[config.mk]
export PLATFORM = sky130hd
export DESIGN_NAME = spram_be_init
export DESIGN_NICKNAME = d
export VERILOG_FILES = /design/src/rtl/spram_pkg.sv /design/src/rtl/spram_be_core.sv /design/src/rtl/spram_be_init.sv
export SDC_FILE = /design/constraint.sdc
export NUM_CORES = 1
export LEC_CHECK = 0
export ABC_AREA = 1
export CORE_ASPECT_RATIO = 0.9
export CORE_MARGIN = 8
export CORE_UTILIZATION = 63
export DETAILED_ROUTE_END_ITERATION = 8
export GPL_TIMING_DRIVEN = 0
export PLACE_DENSITY = 0.8
export SYNTH_ARGS = -nofsm -noshare
export SYNTH_HDL_FRONTEND = slang
export SYNTH_SLANG_ARGS = --single-unit
[constraint.sdc]
create_clock -name clk -period 3.31 [get_ports clk]
set_clock_uncertainty 0.2 [all_clocks]
set_input_delay 0.331 -clock clk [delete_from_list [all_inputs] [get_ports clk]]
set_output_delay 0.331 -clock clk [all_outputs]
set_load 0.03 [all_outputs]
[src/rtl/spram_pkg.sv]
`default_nettype none
// +----------------------------------------------------------------------------+
// | Module   : spram_pkg                                                       |
// | Brief    : Shared types and constants for the byte-enable SPRAM family.    |
// | Revision : 1.0 - initial release                                           |
// +----------------------------------------------------------------------------+
package spram_pkg;

  typedef enum logic [0:0] {
    ST_INIT = 1'b0,
    ST_RUN  = 1'b1
  } state_t;

  localparam int WR_NO_RESP     = 0;
  localparam int WR_READ_FIRST  = 1;
  localparam int WR_WRITE_FIRST = 2;

  function automatic int num_bytes(input int data_width, input int byte_width);
    return data_width / byte_width;
  endfunction

endpackage
`default_nettype wire

[src/rtl/spram_be_core.sv]
`default_nettype none
// +----------------------------------------------------------------------------+
// | Module   : spram_be_core                                                   |
// | Brief    : Storage array with byte-lane writes and registered response.    |
// | Revision : 1.0 - initial release                                           |
// +----------------------------------------------------------------------------+
module spram_be_core
  import spram_pkg::*;
#(
  parameter int ADDR_WIDTH = 6,
  parameter int DATA_WIDTH = 8,
  parameter int BYTE_WIDTH = 8,
  parameter int WR_MODE    = WR_NO_RESP
) (
  input  logic                                        clk,
  input  logic                                        rst,
  input  logic                                        we,
  input  logic [num_bytes(DATA_WIDTH,BYTE_WIDTH)-1:0] be,
  input  logic [ADDR_WIDTH-1:0]                       addr,
  input  logic [DATA_WIDTH-1:0]                       wdata,
  input  logic                                        resp_en,
  output logic [DATA_WIDTH-1:0]                       rdata
);

  localparam int c_NB    = num_bytes(DATA_WIDTH, BYTE_WIDTH);
  localparam int c_DEPTH = 2 ** ADDR_WIDTH;

  logic [DATA_WIDTH-1:0] r_mem [c_DEPTH];
  logic [DATA_WIDTH-1:0] r_rdata;
  logic [DATA_WIDTH-1:0] w_old;
  logic [DATA_WIDTH-1:0] w_merged;

  assign w_old = r_mem[addr];

  genvar gi;
  generate
    for (gi = 0; gi < c_NB; gi++) begin : g_lane
      assign w_merged[gi*BYTE_WIDTH +: BYTE_WIDTH] =
        be[gi] ? wdata[gi*BYTE_WIDTH +: BYTE_WIDTH] : w_old[gi*BYTE_WIDTH +: BYTE_WIDTH];
    end
  endgenerate

  // Contents are deliberately not reset; the fill engine clears them.
  always_ff @(posedge clk) begin
    if (we) begin
      r_mem[addr] <= w_merged;
    end
  end

  always_ff @(posedge clk) begin
    if (rst) begin
      r_rdata <= '0;
    end else if (resp_en) begin
      r_rdata <= (we && (WR_MODE == WR_WRITE_FIRST)) ? w_merged : w_old;
    end
  end

  assign rdata = r_rdata;

endmodule
`default_nettype wire

[src/rtl/spram_be_init.sv]
`default_nettype none
// +----------------------------------------------------------------------------+
// | Module   : spram_be_init                                                   |
// | Brief    : Byte-enable SPRAM with valid/ready port and zero-fill engine.   |
// |            Optional macro SPRAM_OUTREG_EN adds an output register stage.   |
// | Revision : 1.0 - initial release                                           |
// +----------------------------------------------------------------------------+
module spram_be_init
  import spram_pkg::*;
#(
  parameter int ADDR_WIDTH = 6,
  parameter int DATA_WIDTH = 8,
  parameter int BYTE_WIDTH = 8,
  parameter int WR_MODE    = WR_NO_RESP
) (
  input  logic                                        clk,
  input  logic                                        rst,
  input  logic                                        init_start,
  output logic                                        init_busy,
  input  logic                                        req_valid,
  output logic                                        req_ready,
  input  logic                                        req_we,
  input  logic [num_bytes(DATA_WIDTH,BYTE_WIDTH)-1:0] req_be,
  input  logic [ADDR_WIDTH-1:0]                       req_addr,
  input  logic [DATA_WIDTH-1:0]                       req_wdata,
  output logic                                        rd_valid,
  output logic [DATA_WIDTH-1:0]                       rd_data
);

  localparam int                    c_NB       = num_bytes(DATA_WIDTH, BYTE_WIDTH);
  localparam logic [ADDR_WIDTH-1:0] c_ADDR_MAX = '1;

  state_t                r_state;
  state_t                w_state_nxt;
  logic [ADDR_WIDTH-1:0] r_cnt;
  logic [ADDR_WIDTH-1:0] w_cnt_nxt;
  logic                  w_accept;
  logic                  w_resp;
  logic                  r_resp_vld;
  logic                  w_core_we;
  logic [c_NB-1:0]       w_core_be;
  logic [ADDR_WIDTH-1:0] w_core_addr;
  logic [DATA_WIDTH-1:0] w_core_wdata;
  logic [DATA_WIDTH-1:0] w_core_rdata;

  always_ff @(posedge clk) begin
    if (rst) begin
      r_state <= ST_INIT;
      r_cnt   <= '0;
    end else begin
      r_state <= w_state_nxt;
      r_cnt   <= w_cnt_nxt;
    end
  end

  // Counter parks at the last address once the fill completes.
  always_comb begin
    w_state_nxt = r_state;
    w_cnt_nxt   = r_cnt;
    case (r_state)
      ST_INIT: begin
        if (r_cnt == c_ADDR_MAX) begin
          w_state_nxt = ST_RUN;
        end else begin
          w_cnt_nxt = r_cnt + 1'b1;
        end
      end
      ST_RUN: begin
        if (init_start) begin
          w_state_nxt = ST_INIT;
          w_cnt_nxt   = '0;
        end
      end
      default: begin
        w_state_nxt = ST_INIT;
        w_cnt_nxt   = '0;
      end
    endcase
  end

  assign init_busy = (r_state == ST_INIT);
  assign req_ready = (r_state == ST_RUN);
  assign w_accept  = req_valid & req_ready;
  assign w_resp    = w_accept & (~req_we | (WR_MODE != WR_NO_RESP));

  always_comb begin
    w_core_we    = w_accept & req_we;
    w_core_be    = req_be;
    w_core_addr  = req_addr;
    w_core_wdata = req_wdata;
    if (r_state == ST_INIT) begin
      w_core_we    = 1'b1;
      w_core_be    = '1;
      w_core_addr  = r_cnt;
      w_core_wdata = '0;
    end
  end

  always_ff @(posedge clk) begin
    if (rst) begin
      r_resp_vld <= 1'b0;
    end else begin
      r_resp_vld <= w_resp;
    end
  end

  spram_be_core #(
    .ADDR_WIDTH (ADDR_WIDTH),
    .DATA_WIDTH (DATA_WIDTH),
    .BYTE_WIDTH (BYTE_WIDTH),
    .WR_MODE    (WR_MODE)
  ) u_core (
    .clk     (clk),
    .rst     (rst),
    .we      (w_core_we),
    .be      (w_core_be),
    .addr    (w_core_addr),
    .wdata   (w_core_wdata),
    .resp_en (w_resp),
    .rdata   (w_core_rdata)
  );

`ifdef SPRAM_OUTREG_EN
  logic                  r_out_vld;
  logic [DATA_WIDTH-1:0] r_out_data;

  // A response already in flight when a fill starts still drains out here.
  always_ff @(posedge clk) begin
    if (rst) begin
      r_out_vld  <= 1'b0;
      r_out_data <= '0;
    end else begin
      r_out_vld <= r_resp_vld;
      if (r_resp_vld) begin
        r_out_data <= w_core_rdata;
      end
    end
  end

  assign rd_valid = r_out_vld;
  assign rd_data  = r_out_data;
`else
  assign rd_valid = r_resp_vld;
  assign rd_data  = w_core_rdata;
`endif

endmodule
`default_nettype wire
## Word level (Yosys, flattened, before mapping)

Memories as Yosys holds them, arrays and structs flattened.
Index checks and enable logic that the tools add are counted.
W data, S select, Z words.

| storage, ports and cells | value |
|---|---|
| register bits | 16 |
| memory bits (writable) | 512 |
| output and inout port bits | 11 |
| logic and storage cells | 28 |
| memories kept | 1 |

Memories:

| memory | words | bits a word | rd ports | clocked after Yosys merged registers in | wr ports | line | source |
|---|---|---|---|---|---|---|---|
| u_core.r_mem | 64 | 8 | 1 | 0 | 1 | spram_be_core.sv:28 | `logic [DATA_WIDTH-1:0] r_mem [c_DEPTH];` |

| cells by class | value |
|---|---|
| add/subtract/negate cells | 1 |
| eq/ne operators | 3 |
| muxes and demuxes | 13 |
| bitwise logic cells | 5 |
| reduce and logical (&&, ||, !) cells | 1 |

Operators with widths:

| operator | number |
|---|---|
| $mux W6 | 3 |
| $mux W8 | 2 |
| $pmux W6 S2 | 1 |
| $add A6 B1 Y6 const B | 1 |
| $eq A6 B6 Y1 const B | 1 |
| $mux W1 | 6 |
| $ne A2 B2 Y1 const B | 2 |
| $and A1 B1 Y1 | 3 |
| $not A1 Y1 | 2 |
| $pmux W1 S2 | 1 |
| $reduce_and A2 Y1 | 1 |

## Longest topological paths before layout

| logic depth | value |
|---|---|
| depth after elaboration | 5 |
| gate-level depth with buffers | 16 |
| depth with buffers taken out | 12 |

## Cells and area by module

From an unflattened synthesis, not the netlist that was laid out.

| unflattened totals | value |
|---|---|
| cell total of the unflattened synthesis | 2327 |
| area total of the unflattened synthesis | 22769.3 um2 |

By module, submodules not included:

| module | times used | cells each | area an instance (um2) | sequential area each (um2) |
|---|---|---|---|---|
| spram_be_core | 1 | 2237 | 22232.6 | 15534.9 |
| spram_be_init | 1 | 90 | 536.8 | 160.2 |

## Worst setup path before layout

Ideal clock, no wire load.

| path | value |
|---|---|
| kind | reg2reg |
| start | register r_state, in the netlist req_ready |
| end | memory u_core.r_mem[0][7] (data pin) |
| library setup time | 0.356 ns |
| arrival | 2.630 ns |
| required time | 2.754 ns |
| setup slack | 0.125 ns |
| stages on the path, launching flop included | 17 |
| path buffers | 4 |
| path through | dfxtp_1 > buf_6 > inv_2 > buf_6 > nand2_1 > nand2_2 > nor2_4 > buf_6 > buf_2 > o211ai_1 > nand4_1 > nand2_1 > nand2_1 > nor2_2 > nand2_1 > nand2_1 > nand2_1 |

| between the ends | value |
|---|---|
| word-level cells in the longest chain between the ends | 3 |
| elaborated cells on any way between the ends | 5 |
| classes of those cells | 4 x mux; 1 x memory |

Ends and longest elaborated chain:

| item | line | source |
|---|---|---|
| from (decl) | spram_be_init.sv:33 | `state_t r_state;` |
| from (signal assigned) | spram_be_init.sv:51 | `r_state <= w_state_nxt;` |
| $mux W6 | spram_be_init.sv:91 | `if (r_state == ST_INIT) begin` |
| $mem_v2 Z64 W8 | -- |  |
| $mux W8 (*) | spram_be_core.sv:39 | `be[gi] ? wdata[gi*BYTE_WIDTH +: BYTE_WIDTH] : w_old[gi*BYTE_WIDTH +: BYTE_WIDTH];` |
| via u_core.w_merged[7] | spram_be_core.sv:31 | `logic [DATA_WIDTH-1:0] w_merged;` |
| to (decl) | spram_be_core.sv:28 |  |

Mark *: on every way through the listed nets, which the timed path passes. The rest lies on a longest branch.

## Final worst setup path

| path | value |
|---|---|
| start | register r_state, in the netlist req_ready |
| end | memory u_core.r_mem[43][3] (enable) |

| between the ends | value |
|---|---|
| word-level cells in the longest chain between the ends | 5 |
| elaborated cells on any way between the ends | 6 |
| classes of those cells | 4 x mux; 2 x bitwise |

Ends and longest elaborated chain:

| item | line | source |
|---|---|---|
| $and A1 B1 Y1 | spram_be_init.sv:83 | `assign w_accept = req_valid & req_ready;` |
| $and A1 B1 Y1 | spram_be_init.sv:87 | `w_core_we = w_accept & req_we;` |
| $mux W1 | spram_be_init.sv:91 |  |
| $mux W1 | spram_be_core.sv:45 | `if (we) begin` |
| $mux W1 (implied by the code) | spram_be_core.sv:46 | `r_mem[addr] <= w_merged;` |

Parallel ways exist; a longest one is shown, timed or not.

==> results.py <==
metrics = {
    "die": {
        "die-area_mm2": 0.04350,
        "die-width_um": 219.0,
        "std_cell_rows": 67,
        "initial_utilization": 0.6331,
        "design.core.area_mm2": 0.03689,
        "die_height_um": 198.7,
        "num_io_pins": 31,
    },
    "route": {
        "post-route-drc-count": 0,
        "dr_total_vias": 17150,
        "ant_nets": 0,
        "vias_per_cell": 5.836,
        "drt_first_iter_violations": 2904,
        "finalWirelength_um": 68450,
        "first_pass_iteration_count_of_the_detailed_router": 8,
        "wire_per_inst_um": 23.30,
    },
    "worst_setup_path": {
        "critical-path-slowest-cell": "sky130_fd_sc_hd__nor2_2",
        "timing.critical_path.from_type": "flop",
        "worst-endpoint-required_ns": 3.33,
        "critPathMaxStageDelay_ns": 0.78,
        "timing.critical_path.arrival_ns": 3.64,
        "crit_type": "flop to flop",
        "path_cells": "buf_6 > inv_2 > buf_6 > nand2_1 > nand2_2 > nor2_2 > buf_4 > buf_4 > nand3_1 > nor2_2",
        "cp-end-kind": "flop",
        "critPathMaxFanout": 10,
    },
    "global_route": {
        "grt_usage": 0.3038,
        "first_global_vias": 16280,
        "number_of_antenna_violations_at_the_first_check_in_global_routing": 1,
        "grt_total_ovfl": 0,
        "grt_max_degree": 49,
        "grt_first_pass_wirelength_um": 97340,
    },
    "timing": {
        "setup_viol_count_final": 277,
        "setup_repair_after_global_routing_missed_its_margin": "yes",
        "tightestPinTransition_ns": 1.375,
        "maxClockFrequency_mhz": 276.0,
        "setup_slack_ns": -0.3132,
        "final.setup.tns_ns": -37.30,
        "report.final.hold_viol_count": 0,
        "period_share": 1.095,
        "maxSlewViolCount": 0,
        "max_slew_margin": 0.08002,
        "min_period_ns": 3.623,
    },
    "synth": {
        "postSynthNetCount": 2329,
        "synth_compound_gate_area_share": 0.02089,
        "top_area_cell_type_share_of_the_netlist_area": 0.6583,
        "ys_ff_latch": 528,
        "synthMostInstantiatedCell": "sky130_fd_sc_hd__nand2_1",
        "syn-cell-area_mm2": 0.02335,
        "netlist_top_cells_count": "sky130_fd_sc_hd__nand2_1 (691), sky130_fd_sc_hd__inv_1 (523), sky130_fd_sc_hd__edfxtp_1 (512), sky130_fd_sc_hd__nand3_1 (246), sky130_fd_sc_hd__nor2_1 (92)",
        "synth_area_leader_cell": "sky130_fd_sc_hd__edfxtp_1",
        "synth_cell_types": 30,
        "fraction_of_the_yosys_area_taken_by_sequential_cells": 0.6721,
        "synth.top_cells.by_area": "sky130_fd_sc_hd__edfxtp_1 (66%), sky130_fd_sc_hd__nand2_1 (11%), sky130_fd_sc_hd__inv_1 (8.4%)",
        "main_combinational_cell_family_by_area_after_synthesis": "simple AND/OR/NAND/NOR gates",
        "synth_fa_ha_area_frac": 0.0005358,
        "synth_warnings": 0,
        "syn_area_per_cell_um2": 10.12,
        "asyncSetResetFlopFracSynth": 0,
        "synth-edff-count": 512,
        "muxShareOfSynthArea": 0,
        "yosys_most_used_dff": "sky130_fd_sc_hd__edfxtp_1",
        "simple_gate_portion_of_the_synthesized_area": 0.1973,
        "synth_xor_area_frac": 0,
        "postSynthCellCount": 2308,
    },
    "clock_network": {
        "hold_buffers": 0,
        "number_of_sinks_handled_by_clock_tree_synthesis": 528,
        "clk_path_buf_depth": 3,
        "cts_inserted_buffers": 52,
        "clkLatencyLatePin_ns": 0.60,
        "tritoncts_clock_tree": "done",
        "clkTransAtPathRegs_ns": 0.07,
        "clk_root_buffer_cell": "sky130_fd_sc_hd__clkbuf_16",
        "cts-htree-levels": 2,
    },
    "place": {
        "dp_hpwl_um": 42910,
        "globalplace.congestion": 0.9565,
        "portBuffers": 30,
    },
    "layout": {
        "num_antenna_cells": 0,
        "nNetsFinal": 2436,
        "post_route_cells_drive_above_1_share": 0.1238,
        "fill_cells": 2325,
        "syn2layout_area_growth_pct": 15.04,
    },
    "power": {
        "total_power_w": 0.01425,
        "worst_ir_drop_vdd_mv": 0.3958,
        "power.density_cell_area_mw_per_mm2": 530.2,
        "power.static_leakage_nw": 11.74,
    },
    "run": {
        "max_cap_violations": 0,
    },
    "run_status": {
        "failed_checks": "setup timing",
        "run_status": "finished, violations left",
    },
    "hold_path": {
        "timing.hold.worst.class": "input pin to flop",
    },
}
-- critical path, delay by kind of cell (launching register included) --
kind	cells	cell delay [ns]
buffers and inverters	5	0.87
DFF	1	0.35
and+or+nand+nor	5	1.80
-- cells in the final DEF, fill, tap and decap left out, types with 3 or more instances in the layout --
cell type and count:
sky130_fd_sc_hd__nand3_1 244, sky130_fd_sc_hd__nand2_8 10, sky130_fd_sc_hd__nand2_2 7, sky130_fd_sc_hd__o21ai_2 12, sky130_fd_sc_hd__clkbuf_16 53, sky130_fd_sc_hd__buf_4 36, sky130_fd_sc_hd__nor3_4 7, sky130_fd_sc_hd__nor2_2 63
sky130_fd_sc_hd__bufinv_16 7, sky130_fd_sc_hd__clkbuf_1 9, sky130_fd_sc_hd__nand4_1 24, sky130_fd_sc_hd__nor3_1 6, sky130_fd_sc_hd__a21oi_1 3, sky130_fd_sc_hd__o21ai_1 27, sky130_fd_sc_hd__edfxtp_1 512, sky130_fd_sc_hd__nor2_4 8
sky130_fd_sc_hd__nand2_4 12, sky130_fd_sc_hd__clkbuf_4 16, sky130_fd_sc_hd__clkdlybuf4s50_1 30, sky130_fd_sc_hd__buf_12 10, sky130_fd_sc_hd__buf_6 23, sky130_fd_sc_hd__o21ai_4 4, sky130_fd_sc_hd__o21ai_0 4, sky130_fd_sc_hd__inv_2 3
sky130_fd_sc_hd__clkbuf_2 4, sky130_fd_sc_hd__nor2_1 33, sky130_fd_sc_hd__buf_2 13, sky130_fd_sc_hd__inv_1 523, sky130_fd_sc_hd__clkinv_2 8, sky130_fd_sc_hd__clkinv_1 15, sky130_fd_sc_hd__o211ai_1 24, sky130_fd_sc_hd__dfxtp_1 16
sky130_fd_sc_hd__nand2_1 676
-- cell families (layout without fill, tap and decap cells) --
| logic type | after synthesis | count (layout) |
|---|---|---|
| AOI/OAI and AO/OA | 77 | 77 |
| adders and majority gates | 1 | 1 |
| buffers and inverters | 616 | 755 |
| DFF | 528 | 528 |
| and+or+nand+nor | 1086 | 1094 |
-- through the flow --
stage	util	hold WS (ns)	instance area (um^2)	worst slack (ns)	std cells
after floorplan	-	0.2086	23350	0.1247	2308
after detailed placement	0.6621	0.3519	24420	-0.7620	2828
final	0.7284	0.1371	26870	-0.3132	2938
after global placement	0.6577	0.2935	24260	-1.918	2821
after CTS	0.7142	0.1255	26350	-0.1580	2923
after global routing	0.7284	0.1593	26870	-0.3148	2938
-- metal layers --
metal  vias to the layer above  track usage  wire [um]
li1                       7547            -          -
met1                      7936       0.3984      23920
met2                      1353       0.4630      29880
met3                       311      0.07662      10070
met4                         0       0.1687       4582
met5                         -            0          0
-- final timing paths --
check / to / startpoint / slack [ns] / cells past startpoint
min reg2reg: r_cnt[4] / r_cnt[4] / 0.38 / 1
min: rd_valid / req_valid / 0.14 / 3
max: u_core.r_mem[43][3] / req_ready / -0.31 / 10
max reg2reg: u_core.r_mem[43][3] / req_ready / -0.31 / 10
-- sequential cells by signal, summed over array words and instances (netlist names) --
signal / flops
rd_valid: 1
u_core.r_mem: 512
u_core.rdata: 8
req_ready: 1
r_cnt: 6
-- area by class of cell --
type / instances / area, um^2 / area share
flip-flops and latches: 528 / 15700 / 0.5842
plain buffers: 89 / 708.2 / 0.02636
clock inverters: 33 / 330.3 / 0.01230
multi-input cells: 1172 / 5633 / 0.2097
clock buffers: 61 / 1356 / 0.05048
inverters: 527 / 1981 / 0.07372
repair buffers: 45 / 558.0 / 0.02077
well taps: 483 / 604.3 / 0.02249
-- repair_timing --
item                                    in CTS  in global routing
endpoints found under the setup margin     760                883
gates resized for setup                     68                107
buffers inserted                             0                  8
gates cloned                                 1                  7
pin swaps                                    1                 10
-- power breakdown --
group / internal [W] / switching [W]
Sequential: 0.00726 / 0.0000117
Combinational: 0.000283 / 0.000753
Clock: 0.00346 / 0.00248
Total: 0.0110 / 0.00325
Power figures use the tool's default switching activity.
